## src/rtl/fifo_uart_tx.sv

```systemverilog
// fifo_uart_tx: pops bytes from an 8-bit synchronous FIFO and sends each as an 8N1 UART frame.
// Outputs are registered from the next-state values, so they change in step with the state register.
module fifo_uart_tx #(
  parameter int CLKS_PER_BIT = 16
) (
  input  logic       clk,
  input  logic       rst,
  input  logic       fifo_empty,
  input  logic [7:0] fifo_data,
  output logic       fifo_rd_en,
  output logic       tx,
  output logic       busy,
  output logic       tx_done,
  output logic [7:0] byte_cnt
);

  localparam int CW = $clog2(CLKS_PER_BIT);
  localparam logic [CW-1:0] LAST = CW'(CLKS_PER_BIT - 1);

  typedef enum logic [2:0] {IDLE, REQ, WAIT, START, DATA, STOP} state_e;

  state_e        r_state, w_nextState;
  logic [CW-1:0] r_clkCnt, w_nextClkCnt;
  logic [2:0]    r_bitIdx, w_nextBitIdx;
  logic [7:0]    r_shift, w_nextShift;
  logic [7:0]    r_byteCnt;
  logic          r_tx, r_rdEn, r_busy, r_txDone;
  logic          w_bitEnd, w_txNext;

  assign w_bitEnd = (r_clkCnt == LAST);

  always_comb begin
    w_nextState  = r_state;
    w_nextClkCnt = r_clkCnt;
    w_nextBitIdx = r_bitIdx;
    w_nextShift  = r_shift;
    case (r_state)
      IDLE: begin
        if (!fifo_empty) w_nextState = REQ;
      end
      REQ: begin
        w_nextState = WAIT;
      end
      WAIT: begin
        // FIFO data is valid now, one cycle after the read strobe was sampled.
        w_nextShift  = fifo_data;
        w_nextClkCnt = '0;
        w_nextState  = START;
      end
      START: begin
        if (w_bitEnd) begin
          w_nextClkCnt = '0;
          w_nextBitIdx = '0;
          w_nextState  = DATA;
        end else begin
          w_nextClkCnt = r_clkCnt + CW'(1);
        end
      end
      DATA: begin
        if (w_bitEnd) begin
          w_nextClkCnt = '0;
          w_nextShift  = {1'b0, r_shift[7:1]};
          if (r_bitIdx == 3'd7) w_nextState = STOP;
          else                  w_nextBitIdx = r_bitIdx + 3'd1;
        end else begin
          w_nextClkCnt = r_clkCnt + CW'(1);
        end
      end
      STOP: begin
        if (w_bitEnd) begin
          w_nextClkCnt = '0;
          w_nextState  = IDLE;
        end else begin
          w_nextClkCnt = r_clkCnt + CW'(1);
        end
      end
      default: begin
        w_nextState = IDLE;
      end
    endcase
  end

  always_comb begin
    w_txNext = 1'b1;
    case (w_nextState)
      START:   w_txNext = 1'b0;
      DATA:    w_txNext = w_nextShift[0];
      default: w_txNext = 1'b1;
    endcase
  end

  always_ff @(posedge clk or posedge rst) begin
    if (rst) begin
      r_state   <= IDLE;
      r_clkCnt  <= '0;
      r_bitIdx  <= '0;
      r_shift   <= '0;
      r_byteCnt <= '0;
      r_tx      <= 1'b1;
      r_rdEn    <= 1'b0;
      r_busy    <= 1'b0;
      r_txDone  <= 1'b0;
    end else begin
      r_state  <= w_nextState;
      r_clkCnt <= w_nextClkCnt;
      r_bitIdx <= w_nextBitIdx;
      r_shift  <= w_nextShift;
      r_tx     <= w_txNext;
      r_rdEn   <= (w_nextState == REQ);
      r_busy   <= (w_nextState != IDLE);
      r_txDone <= (w_nextState == STOP) && (w_nextClkCnt == LAST);
      if ((r_state == STOP) && w_bitEnd) r_byteCnt <= r_byteCnt + 8'd1;
    end
  end

  assign tx         = r_tx;
  assign fifo_rd_en = r_rdEn;
  assign busy       = r_busy;
  assign tx_done    = r_txDone;
  assign byte_cnt   = r_byteCnt;

endmodule

```

## config.mk

```make
export PLATFORM = sky130hd
export DESIGN_NAME = fifo_uart_tx
export DESIGN_NICKNAME = d
export VERILOG_FILES = /design/src/rtl/fifo_uart_tx.sv
export SDC_FILE = /design/constraint.sdc
export NUM_CORES = 1
export LEC_CHECK = 0
export BUFFER_PORTS_ARGS = -buffer_cell sky130_fd_sc_hd__buf_2
export CORE_ASPECT_RATIO = 0.7
export CORE_MARGIN = 1
export CORE_UTILIZATION = 56
export CTS_BUF_LIST = sky130_fd_sc_hd__clkbuf_16
export DETAILED_ROUTE_END_ITERATION = 7
export PLACE_DENSITY = 0.9
export RECOVER_POWER = 100
export SLEW_MARGIN = 20
export SYNTH_ARGS = -nofsm -noshare
export SYNTH_HDL_FRONTEND = slang
export SYNTH_SLANG_ARGS = --single-unit
```

## constraint.sdc

```tcl
create_clock -name clk -period 2.4 [get_ports clk]
set_input_delay 0.24 -clock clk [delete_from_list [all_inputs] [get_ports clk]]
set_output_delay 0.24 -clock clk [all_outputs]
set_load 0.02 [all_outputs]
```

# Yosys cells after proc, flatten, opt, wreduce, memory -nomap -nowiden
# Index checks and enable logic that the tools add are counted.
dict set report word_totals {
  regBits 30
  latch_bits 0
  ram_bits 0
  mem_bits_ro 0
  output_inout_bits 12
  wordCells 52
  mem_count 0
}
dict set report classes {
  add_sub_neg 3
  multipliers 0
  n_div 0
  n_lt_le_gt_ge 0
  n_eq_ne 15
  shifts 0
  n_mux 15
  bitwise_logic 0
  reduce_logical 9
}
# operator n
set op_table {}
lappend op_table {{2-to-1 mux 3 bit} 8}
lappend op_table {{case mux 3 bit (6 select lines)} 1}
lappend op_table {{case mux 8 bit (2 select lines)} 1}
lappend op_table {{equality test 3 bit (second input constant)} 5}
lappend op_table {{equality test 3 x 2 -> 1 bit (second input constant)} 3}
lappend op_table {{adder 8 x 1 -> 8 bit (second input constant)} 1}
lappend op_table {{equality test 4 bit (second input constant)} 2}
lappend op_table {{2-to-1 mux 8 bit} 1}
lappend op_table {{case mux 4 bit (2 select lines)} 1}
lappend op_table {{equality test 3 x 1 -> 1 bit (second input constant)} 2}
lappend op_table {{!= test 2 bit (second input constant)} 3}
lappend op_table {{case mux 3 bit (2 select lines)} 1}
lappend op_table {{adder 4 x 1 -> 4 bit (second input constant)} 1}
lappend op_table {{2-to-1 mux 4 bit} 1}
lappend op_table {{AND reduction 4 bit} 1}
lappend op_table {{nonzero test 2 bit} 2}
lappend op_table {{adder 3 x 1 -> 3 bit (second input constant)} 1}
lappend op_table {{logical NOT 3 bit} 1}
lappend op_table {{nonzero test 3 bit} 1}
lappend op_table {{OR reduction 3 bit} 1}
lappend op_table {{logical AND 1 bit} 2}
lappend op_table {{case mux 1 bit (2 select lines)} 1}
lappend op_table {{AND reduction 2 bit} 1}

# Logic depth before layout (Yosys ltp)
# Gate-level depths: netlist of the first run.
dict set report depth {
  depth_word 6
  mapped_depth 6
}

# Worst setup path after synthesis of the first run
# OpenSTA, ideal clock, no wires.
dict set report synth_path {
  path_type {register -> register}
  start {register r_clkCnt[0]}
  end {register r_busy, in the netlist busy}
  setup_ns 0.131
  arrival_time_ns 1.540
  slack_ns 0.729
  path_stages_with_launch 7
  path_buffers 1
  period_less_slack_ns 1.671
  cell_sequence {dfrtp_1 > ha_1 > and3_1 > buf_4 > and2_1 > o21ai_1 > or3_1}
}
dict set report synth_via {
  elab_chain_len 4
}
# element line_no
set synth_lines {}
lappend synth_lines {{start, declared} 23} ;# logic [CW-1:0] r_clkCnt, w_nextClkCnt;
lappend synth_lines {{start signal, assigned} 105} ;# r_clkCnt <= w_nextClkCnt;
lappend synth_lines {{equality test 4 bit *} 30} ;# assign w_bitEnd = (r_clkCnt == LAST);
lappend synth_lines {{2-to-1 mux 3 bit (on tied branches)} {70, 51, 60}}
lappend synth_lines {{case mux 3 bit (6 select lines) *} 37} ;# case (r_state)
lappend synth_lines {{net w_nextState[2]} 22} ;# state_e r_state, w_nextState;
lappend synth_lines {{nonzero test 3 bit *} 110} ;# r_busy <= (w_nextState != IDLE);
lappend synth_lines {{end signal, assigned} 110}
lappend synth_lines {{end, declared} 27} ;# logic r_tx, r_rdEn, r_busy, r_txDone;
# The timed path passes the listed nets; every way through them passes the cells marked *.
# A chain may end at the register's enable or synchronous reset.

# Final worst setup path of the first run
dict set report layout_path {
  start {register r_clkCnt[0]}
  end {register r_byteCnt[3], in the netlist byte_cnt[3]}
}
dict set report layout_via {
  elab_chain_len 2
}
# element line_no
set layout_lines {}
lappend layout_lines {{equality test 4 bit} 30}
lappend layout_lines {{logical AND 1 bit} 112} ;# if ((r_state == STOP) && w_bitEnd) r_byteCnt <= r_byteCnt + 8'd1;
lappend layout_lines {{end signal, assigned} 112}
lappend layout_lines {{end, declared} 26} ;# logic [7:0] r_byteCnt;
# Every way passes these cells.

==> key figures, run 1 <==
Cells and area
  – Register area: 752 sq um
  – Diodes inserted: 0
  – Area of combinational cells with multiple inputs: 729 sq um
  – Area growth syn-to-layout: 14.6%
  – Layout cells sized above 1: 15.5%
  – Total number of nets in the final design: 188
  – Final-layout fill cell count: 216

Global routing
  – Antenna violations before repair: 0
  – Largest net degree at the start of global routing: 31
  – Total congestion overflow after global routing: 0
  – First-pass GRT wire length: 5.29 mm
  – Via count of the first global-routing pass: 1162
  – All-layer global routing usage: 25.5%

Setup path
  – CP startpoint kind: flip-flop
  – CP Max Fanout: 7
  – Critical Path AT: 2170 ps
  – Source of the critical timing path: r_clkCnt[0]$_DFF_PP0_
  – Slack of the worst reg-to-reg path: 380 ps
  – Kind of capture point of the worst setup path: flip-flop
  – Count of cells along the worst register-to-register path: 5
  – Critical path endpoint: byte_cnt[3]$_DFFE_PP0P_
  – Reg-to-reg critical path endpoint: byte_cnt[3]$_DFFE_PP0P_
  – Origin of the critical flop-to-flop path: r_clkCnt[0]$_DFF_PP0_
  – Classification of the worst setup path: flip-flop to flip-flop
  – Required @ worst endpoint: 2550 ps

Logic synthesis
  – Most frequent cells after synthesis: 29 x sky130_fd_sc_hd__dfrtp_1, 18 x sky130_fd_sc_hd__nand2_1, 8 x sky130_fd_sc_hd__a22oi_1, 8 x sky130_fd_sc_hd__nor2_1, 6 x sky130_fd_sc_hd__buf_2
  – Post-synthesis instance total: 149
  – Synth Flop Type: sky130_fd_sc_hd__dfrtp_1
  – Area share of the largest cell type after synthesis: 46.4%
  – Netlist cell types: 47
  – Synth Area per Inst: 10.5 sq um
  – Number of enable-type register cells in the synthesized netlist: 0
  – Top cells by area, synth: sky130_fd_sc_hd__dfrtp_1 46%, sky130_fd_sc_hd__nand2_1 4.3%, sky130_fd_sc_hd__a22oi_1 3.8%
  – Cell accounting for the most synthesized area: sky130_fd_sc_hd__dfrtp_1
  – Number of nets in the synthesized netlist: 164
  – Post-synthesis sequential element count: 30
  – Fraction of the yosys area taken by sequential cells: 48.1%
  – Cell area after technology mapping: 1560 sq um
  – Library cell with the highest instance count after synthesis: sky130_fd_sc_hd__dfrtp_1
  – Total of warnings raised by yosys: 0
  – Fraction of registers with async set or reset after synthesis: 100%

Flow run
  – Number of max-capacitance violations reported: 1

Detailed routing
  – Total via count in the routed design: 1258
  – Total wirelength of the detailed-routed design: 3.36 mm
  – Post-route ant nets: 0
  – Ratio of routed vias to standard cells: 6.05
  – Average wire length per cell after detail routing: 16.1 um
  – DRC violation total after the first TritonRoute iteration: 74
  – DR pass1 iterations: 4
  – Final routed DRC violation total: 0

Run status
  – Failing checks: capacitance limit, slew limit
  – Outcome: finished, violations left

STA
  – Final Critical Period: 2020 ps
  – Slew Viols, Final: 31
  – Final clock period utilization by the worst path: 84.0%
  – Max-slew headroom: -4.35%
  – Setup TNS: 0 ps
  – Worst slew pin tran: 1570 ps
  – Highest clock rate: 496 MHz
  – Setup repair after global routing missed its margin: no
  – Post-route worst setup slack: 384 ps
  – Final setup violation count: 0
  – Setup Skew: 3.23 ps
  – Total count of hold-check failures in the final report: 0

Placed design
  – Worst slack at placement: 457 ps
  – Final GP Congestion: 0.780
  – DP Wirelength: 2.36 mm
  – Count of buffers from port buffering: 22

Clocking
  – TritonCTS clock tree: done
  – Clock transition time at the flip-flop clock pins of the worst setup and hold paths: 50 ps
  – Clock buffer count from CTS: 5
  – Post-CTS Setup Bufs: 0
  – Clock network latency to the later pin of the worst-skew pair: 280 ps
  – Post-CTS resize count: 0
  – Number of H-tree branching levels: 2
  – Clock sink count: 30
  – CTS Root Buffer Type: sky130_fd_sc_hd__clkbuf_16
  – Bufs on Longest Clock Path: 2
  – Post-CTS Hold Fix Bufs: 0

Floorplan
  – Placeable Area: 2550 sq um
  – Standard-cell rows: 15
  – Die W: 65.1 um
  – Starting density of the core: 61.2%
  – Die height: 46.2 um
  – Boundary Pins: 23
  – Die area: 3010 sq um

Power
  – Leakage power: 0.000820 uW
  – Cell-internal power: 903 uW
  – Sw Share: 20.8%
  – Switching pwr: 237 uW
  – Maximum vdd drop: 0.551 mV
  – Seq pwr share: 45.4%
  – Relative contribution of the clock network to total power: 52.0%
  – Proportion of power drawn by combinational gates: 2.6%
  – Power per cell area: 637 nW/um^2

Hold path
  – Worst hold path class: input pin to flip-flop
[stage by stage]
step | hold WS (ps) | instance area, sq um | power (uW) | utilization [%] | std cells
after floorplan | 306 | 1560 | 542 | - | 149
after global placement | 320 | 1700 | 555 | 66.5 | 200
after detailed placement | 327 | 1700 | 557 | 66.5 | 200
after CTS | 29.2 | 1840 | 1150 | 72.0 | 208
after global routing | 132 | 1790 | 1180 | 70.1 | 208
final | 123 | 1790 | 1140 | 70.1 | 208
[placed cells by master (no fill, tap or decap), types with 5 or more instances in the layout]
cell,count
sky130_fd_sc_hd__clkbuf_16,5
sky130_fd_sc_hd__a22oi_1,8
sky130_fd_sc_hd__buf_2,10
sky130_fd_sc_hd__dfrtp_1,29
sky130_fd_sc_hd__a211oi_1,5
sky130_fd_sc_hd__nor2_1,9
sky130_fd_sc_hd__nor2b_1,5
sky130_fd_sc_hd__nand3_1,5
sky130_fd_sc_hd__nand2_1,18
sky130_fd_sc_hd__clkbuf_1,13
sky130_fd_sc_hd__nand4_1,5
[routing by layer]
metal	vias to the layer above	part of all wire, %	track usage, %
li1	586	-	-
met1	621	44	29.7
met3	8	5.3	10.6
met5	-	0	0
met4	0	1.9	13.9
met2	43	49	40.8
[worst max-delay path, stage by stage (launching register included)]
cell	delay, ps
sky130_fd_sc_hd__dfrtp_1	450
sky130_fd_sc_hd__ha_1	330
sky130_fd_sc_hd__nand3_1	300
sky130_fd_sc_hd__nor3_2	450
sky130_fd_sc_hd__nand4_1	200
sky130_fd_sc_hd__xnor2_1	170
[power groups by stage]
stage / sequential, uW / clock (uW) / combinational (uW)
finish: 518 / 594 / 29.3
CTS: 518 / 602 / 31.4
global placement: 525 / 0 / 29.7
global route: 518 / 628 / 33.3
floorplan: 526 / 0 / 15.5
detailed placement: 526 / 0 / 31.3
[worst min path at each step]
stage	from	endpoint	slack, ps	cells after the start
2_1_floorplan	fifo_empty	fifo_rd_en$_DFF_PP0_	310	1
3_3_place_gp	rst	byte_cnt[7]$_DFFE_PP0P_	320	3
3_5_place_dp	rst	r_shift[3]$_DFFE_PP0P_	330	3
4_1_cts	rst	byte_cnt[7]$_DFFE_PP0P_	30	3
5_1_grt	fifo_empty	fifo_rd_en$_DFF_PP0_	130	2
6_report	fifo_empty	fifo_rd_en$_DFF_PP0_	120	2
[sequential cells by signal, summed over array words and instances (netlist names)]
signal,cells
busy,1
fifo_rd_en,1
tx_done,1
r_bitIdx,3
r_shift,8
r_state,3
tx,1
byte_cnt,8
r_clkCnt,4
[kinds of logic (layout without fill, tap and decap cells)]
| group | Yosys count | count (layout) | synth area share, % |
|---|---|---|---|
| muxes | 5 | 5 | 3.60 |
| buffers and inverters | 11 | 36 | 3.36 |
| and+or+nand+nor | 61 | 61 | 22.4 |
| adders and majority gates | 4 | 4 | 3.20 |
| xor gates and xnor gates | 7 | 7 | 3.92 |
| DFF | 30 | 30 | 48.1 |
| AOI/OAI and AO/OA | 31 | 31 | 15.4 |
[layout make-up]
class / count / area share, %
Sequential cell: 30 / 42.0
Multi-Input combinational cell: 108 / 40.7
Clock buffer: 5 / 6.99
Timing Repair Buffer: 25 / 6.36
Tap cell: 34 / 2.38
Clock inverter: 3 / 0.908
Inverter: 3 / 0.629
(Power assumes the default switching activity.)
==> run 2: changes to the inputs <==
==> constraint.sdc (replaced) <==
create_clock -name clk -period 2.05 [get_ports clk]
set_input_delay 0.205 -clock clk [delete_from_list [all_inputs] [get_ports clk]]
set_output_delay 0.205 -clock clk [all_outputs]
set_load 0.02 [all_outputs]
==> run 2 against run 1 <==
  * The flow now finishes without violations
  * Register-to-register slack worse by 270 ps
  * Wire length grew 4.0%
  * Worst setup slack lost 270 ps
  * Maximum frequency is 4.2% higher
  * Worst hold slack worse by 23 ps
  * Clock skew increased by 3.8 ps
  * Global-route usage increased by 0.92 points
  * Combinational power rose by 29%
  * Sequential power rose by 17%
  * Critical endpoint is now busy$_DFF_PP0_
  * Largest power group unchanged
  * Highest routed layer unchanged
==> key figures, run 2 (synthesis results as in run 1) <==
Clocking
  – TritonCTS clock tree: done
  – Clock network latency to the later pin of the worst-skew pair: 270 ps (about the same)
  – CTS Root Buffer Type: sky130_fd_sc_hd__clkbuf_16
  – Clock transition time at the flip-flop clock pins of the worst setup and hold paths: 50 ps (about the same)
  – Post-CTS Setup Bufs: 0 (unchanged)
  – Number of H-tree branching levels: 2 (unchanged)
  – Clock buffer count from CTS: 5 (unchanged)
  – Bufs on Longest Clock Path: 2 (unchanged)
  – Clock sink count: 30 (unchanged)

Floorplan
  – Die W: 65.1 um (unchanged)
  – Starting density of the core: 61.2% (unchanged)
  – Standard-cell rows: 15 (unchanged)
  – Boundary Pins: 23 (unchanged)
  – Die height: 46.2 um (unchanged)
  – Placeable Area: 2550 sq um (unchanged)
  – Die area: 3010 sq um (unchanged)

Detailed routing
  – DRC violation total after the first TritonRoute iteration: 65 (-12%)
  – Post-route ant nets: 0 (unchanged)
  – Final routed DRC violation total: 0 (unchanged)
  – Ratio of routed vias to standard cells: 5.91 (-2.4%)
  – Total via count in the routed design: 1246 (-0.95%)
  – DR pass1 iterations: 7 (+3)
  – Average wire length per cell after detail routing: 16.5 um (+2.5%)
  – Total wirelength of the detailed-routed design: 3.49 mm (+4.0%)

Run status
  – Outcome: complete, no violations

Cells and area
  – Layout cells sized above 1: 16.9% (+1.4 points)
  – Most common cell after layout, fill and taps aside: sky130_fd_sc_hd__dfrtp_1
  – Total number of nets in the final design: 191 (+1.6%)
  – Diodes inserted: 0 (unchanged)
  – Final-layout fill cell count: 195 (-9.7%)
  – Commonest cells after routing, fill and taps aside: 29 x sky130_fd_sc_hd__dfrtp_1, 18 x sky130_fd_sc_hd__nand2_1, 12 x sky130_fd_sc_hd__clkbuf_1, 10 x sky130_fd_sc_hd__buf_2, 9 x sky130_fd_sc_hd__nor2_1
  – Area growth syn-to-layout: 16.3%

Setup path
  – CP startpoint kind: flip-flop
  – Required @ worst endpoint: 2190 ps (-360 ps)
  – Reg-to-reg critical path endpoint: busy$_DFF_PP0_
  – Kind of capture point of the worst setup path: flip-flop
  – Origin of the critical flop-to-flop path: r_clkCnt[0]$_DFF_PP0_
  – Critical Path AT: 2080 ps (-90 ps)
  – Slack of the worst reg-to-reg path: 110 ps (-270 ps)
  – Classification of the worst setup path: flip-flop to flip-flop
  – CP Max Fanout: 7 (unchanged)
  – Count of cells along the worst register-to-register path: 5 (unchanged)

STA
  – Setup Skew: 7.03 ps (+3.80 ps)
  – Slew Viols, Final: 0 (-100%)
  – Setup repair after global routing missed its margin: no
  – Max-slew headroom: 66.7% (+71 points)
  – Total count of hold-check failures in the final report: 0 (unchanged)
  – Setup TNS: 0 ps (unchanged)
  – Final clock period utilization by the worst path: 94.4% (+10 points)
  – Final setup violation count: 0 (unchanged)
  – Highest clock rate: 517 MHz (+4.2%)
  – Worst slew pin tran: 499 ps (-1070 ps)
  – Final-layout worst hold slack: 101 ps (-22.9 ps)
  – Final Critical Period: 1940 ps (-80.6 ps)

Hold path
  – Hold path startpoint: fifo_empty
  – Cells on Worst Hold Path: 2 (unchanged)
  – Hold EP: fifo_rd_en$_DFF_PP0_
  – Worst hold path class: input pin to flip-flop

Global routing
  – Largest net degree at the start of global routing: 20 (-35%)
  – All-layer global routing usage: 26.4% (+0.92 points)
  – First-pass GRT wire length: 5.58 mm (+5.5%)
  – Via count of the first global-routing pass: 1211 (+4.2%)
  – Total congestion overflow after global routing: 0 (unchanged)
  – Antenna violations before repair: 0 (unchanged)

Flow run
  – Number of max-capacitance violations reported: 0 (-1)

Placed design
  – Final GP Congestion: 0.837 (+7.3%)
  – DP Wirelength: 2.30 mm (-2.5%)
  – Count of buffers from port buffering: 22 (unchanged)

Power
  – Maximum vdd drop: 0.659 mV (+20%)
  – Leakage power: 0.000853 uW (+4.1%)
  – Power per cell area: 724 nW/um^2 (+14%)
-- run 2: layout make-up --
class,instances,area [sq um],share of cell area (%)
Clock inverter,3,11.3,0.619
Inverter,3,11.3,0.619
Sequential cell,30,752,41.4
Timing Repair Buffer,28,140,7.71
Clock buffer,5,125,6.88
Tap cell,34,42.5,2.34
Multi-Input combinational cell,108,736,40.5
-- run 2: power by group --
| part | internal (uW) | switching (uW) |
|---|---|---|
| Clock | 435 | 237 |
| Combinational | 15.4 | 22.3 |
| Sequential | 602 | 4.83 |
| Total | 1050 | 264 |
-- run 2: worst max-delay path by stage --
stage                     startpoint             end  cells past startpoint
4_1_cts        r_clkCnt[0]$_DFF_PP0_  busy$_DFF_PP0_                      5
6_report       r_clkCnt[0]$_DFF_PP0_  busy$_DFF_PP0_                      5
5_1_grt        r_clkCnt[0]$_DFF_PP0_    tx$_DFF_PP1_                      5
3_5_place_dp   r_clkCnt[0]$_DFF_PP0_  busy$_DFF_PP0_                      5
2_1_floorplan  r_clkCnt[0]$_DFF_PP0_  busy$_DFF_PP0_                      6
3_3_place_gp   r_clkCnt[0]$_DFF_PP0_  busy$_DFF_PP0_                      5
-- run 2: metrics by stage --
step / instance area (sq um) / util, % / worst slack, ps / instances / total power, uW
floorplan: 1560 / - / 379 / 149 / 634
global placement: 1710 / 67.1 / 250 / 202 / 650
detailed placement: 1710 / 67.1 / 202 / 202 / 653
CTS: 1860 / 72.8 / 168 / 211 / 1330
global route: 1820 / 71.2 / 34.4 / 211 / 1360
finish: 1820 / 71.2 / 114 / 211 / 1320
-- run 2: routing by layer --
| metal | vias up | part of all wire (%) | wire (um) | global-route usage, % |
|---|---|---|---|---|
| met5 | - | 0 | 0 | 0 |
| met4 | 0 | 2.5 | 86 | 13.0 |
| met3 | 13 | 6.2 | 216 | 11.1 |
| met2 | 48 | 49 | 1720 | 42.9 |
| met1 | 592 | 42 | 1470 | 30.7 |
| li1 | 593 | - | - | - |
-- run 2: what timing repair did --
item	4_1_cts	5_1_grt
resized for setup	0	1
hold endpoints to repair	12	0
hold buffers	1	0
endpoints found under the setup margin	0	1
-- run 2: worst max-delay path, cell delays in order (launching register included) --
cell                       delay [ps]
sky130_fd_sc_hd__dfrtp_1          430
sky130_fd_sc_hd__ha_1             330
sky130_fd_sc_hd__and3_2           320
sky130_fd_sc_hd__and2_0           200
sky130_fd_sc_hd__a211oi_1         130
sky130_fd_sc_hd__or3_1            390
==> run 3: changes to the inputs <==
--- a/config.mk
+++ b/config.mk
@@ -11,7 +11,7 @@
 export CORE_UTILIZATION = 56
 export CTS_BUF_LIST = sky130_fd_sc_hd__clkbuf_16
 export DETAILED_ROUTE_END_ITERATION = 7
-export PLACE_DENSITY = 0.9
+export PLACE_DENSITY = 0.88
 export RECOVER_POWER = 100
 export SLEW_MARGIN = 20
 export SYNTH_ARGS = -nofsm -noshare
==> run 3 against run 2 <==
  * Count of clock-buffer cells in the layout stayed put
  * Flip-flop and latch count stayed put
  * Via count is 0.88% lower
  * Combinational power is 5% lower
  * Clock power is 3.3% higher
  * Core utilization is 0.29 points lower
  * Wire length is 10% lower
  * Worst hold slack worse by 4.2 ps
  * Critical endpoint unchanged
==> key figures, run 3 (synthesis results as in run 1) <==
Detailed routing
  – Post-route ant nets: 0 (unchanged)
  – Total wirelength of the detailed-routed design: 3.13 mm (-10%)
  – DR pass1 iterations: 4 (-3)
  – Ratio of routed vias to standard cells: 5.85 (-0.88%)
  – Average wire length per cell after detail routing: 14.8 um (-10%)
  – Final routed DRC violation total: 0 (unchanged)
  – Total via count in the routed design: 1235 (-0.88%)
  – DRC violation total after the first TritonRoute iteration: 65 (unchanged)

Setup path
  – Max stage delay on crit path: 440 ps (about the same)
  – Kind of capture point of the worst setup path: flip-flop
  – CP Max Fanout: 7 (unchanged)
  – Series of cell instances along the critical path: ha_1 > and3_1 > and2_1 > a211oi_1 > or3_1
  – Required @ worst endpoint: 2200 ps (about the same)
  – Classification of the worst setup path: flip-flop to flip-flop
  – Top Family by Delay on Critical Path: simple AND/OR/NAND/NOR gates
  – Critical Path AT: 2040 ps (-40 ps)
  – CP startpoint kind: flip-flop
  – CP Buf/Inv Count: 0 (unchanged)
  – Slowest stage cell on the critical path: sky130_fd_sc_hd__dfrtp_1

Global routing
  – Largest net degree at the start of global routing: 24 (+20%)
  – Total congestion overflow after global routing: 0 (unchanged)
  – Via count of the first global-routing pass: 1142 (-5.7%)
  – First-pass GRT wire length: 5.01 mm (-10%)
  – Antenna violations before repair: 0 (unchanged)
  – All-layer global routing usage: 23.0% (-3.4 points)

Floorplan
  – Die W: 65.1 um (unchanged)
  – Die height: 46.2 um (unchanged)
  – Boundary Pins: 23 (unchanged)
  – Die area: 3010 sq um (unchanged)
  – Placeable Area: 2550 sq um (unchanged)
  – Standard-cell rows: 15 (unchanged)
  – Starting density of the core: 61.2% (unchanged)

Cells and area
  – Commonest cells after routing, fill and taps aside: 29 x sky130_fd_sc_hd__dfrtp_1, 18 x sky130_fd_sc_hd__nand2_1, 14 x sky130_fd_sc_hd__clkbuf_1, 10 x sky130_fd_sc_hd__buf_2, 9 x sky130_fd_sc_hd__nor2_1
  – Area growth syn-to-layout: 15.9%
  – Register area: 752 sq um (unchanged)
  – Total number of nets in the final design: 191 (unchanged)
  – Final Non-Filler Cells: 211 (unchanged)
  – Diodes inserted: 0 (unchanged)
  – Area of combinational cells with multiple inputs: 731 sq um (-0.68%)
  – Most common cell after layout, fill and taps aside: sky130_fd_sc_hd__dfrtp_1
  – Layout cells sized above 1: 15.8% (-1.1 points)
  – Final-layout fill cell count: 191 (-2.1%)

Run status
  – Outcome: complete, no violations

Clocking
  – CTS Root Buffer Type: sky130_fd_sc_hd__clkbuf_16
  – Bufs on Longest Clock Path: 2 (unchanged)
  – Clock transition time at the flip-flop clock pins of the worst setup and hold paths: 50 ps (about the same)
  – Post-CTS Setup Bufs: 0 (unchanged)
  – Number of H-tree branching levels: 2 (unchanged)
  – Clock buffer count from CTS: 5 (unchanged)
  – Clock sink count: 30 (unchanged)
  – TritonCTS clock tree: done
  – Clock network latency to the later pin of the worst-skew pair: 270 ps (about the same)

STA
  – Setup Skew: 3.75 ps (-3.28 ps)
  – Slew Viols, Final: 0 (unchanged)
  – Final clock period utilization by the worst path: 92.3% (-2.2 points)
  – Worst slew pin tran: 608 ps (+109 ps)
  – Final Critical Period: 1890 ps (-44.6 ps)
  – Max-slew headroom: 59.5% (-7.2 points)
  – Total count of hold-check failures in the final report: 0 (unchanged)
  – Highest clock rate: 529 MHz (+2.4%)
  – Final setup violation count: 0 (unchanged)
  – Setup TNS: 0 ps (unchanged)
  – Setup repair after global routing missed its margin: no

Power
  – Power per cell area: 738 nW/um^2 (+1.9%)
  – Leakage power: 0.000834 uW (-2.3%)
  – Maximum vdd drop: 0.495 mV (-25%)

Placed design
  – Number of placed cells counting well taps: 202 (unchanged)
  – Final GP Congestion: 0.789 (-5.7%)
  – DP Wirelength: 2.18 mm (-5.5%)
  – Count of buffers from port buffering: 22 (unchanged)

Flow run
  – Number of max-capacitance violations reported: 0 (unchanged)

Hold path
  – Worst hold path class: input pin to flip-flop
run 3: area by class of cell:
type                       count  area share (%)
clock buffer                   5            6.91
clock inverter                 3           0.898
inverter                       3           0.622
multi-input combinational    108            40.4
sequential                    30            41.5
tap                           34            2.35
timing repair buffer          28            7.33
run 3: path summary, 6_finish.rpt:
path	startpoint	end	slack (ps)	cells past startpoint
max in group asynchronous	rst	byte_cnt[2]$_DFFE_PP0P_	780	4
hold reg to reg	byte_cnt[7]$_DFFE_PP0P_	byte_cnt[7]$_DFFE_PP0P_	470	1
hold / removal	fifo_empty	fifo_rd_en$_DFF_PP0_	100	2
setup reg to reg	r_clkCnt[0]$_DFF_PP0_	busy$_DFF_PP0_	160	5
setup / recovery	r_clkCnt[0]$_DFF_PP0_	busy$_DFF_PP0_	160	5
min in group asynchronous	rst	byte_cnt[7]$_DFFE_PP0P_	500	3
run 3: layer usage:
metal	GRT usage, %	share of wire [%]	vias to the layer above
met5	0	0	-
met4	12.2	1.3	0
met3	7.67	6.3	6
met2	37.5	48	36
met1	27.8	44	602
li1	-	-	591
run 3: timing repair:
item	CTS	global route
gates resized for setup	0	0
endpoints found under the hold margin	12	0
hold buffers	1	0
run 3: per-stage QoR:
step | power, uW | hold slack, ps | utilization, % | setup WS [ps] | instance area [sq um]
global route | 1380 | 102 | 70.9 | 26.0 | 1810
detailed placement | 652 | 254 | 67.1 | 165 | 1710
floorplan | 634 | 271 | - | 379 | 1560
global placement | 650 | 250 | 67.1 | 249 | 1710
finish | 1340 | 96.5 | 70.9 | 159 | 1810
CTS | 1350 | 91.9 | 73.0 | 160 | 1860
run 3: where the power goes:
group	switching, uW	leakage (uW)	internal, uW
sequential	4.24	0.000366	602
clock	252	0.0000672	442
combinational	20.5	0.000400	15.3
total	277	0.000834	1060
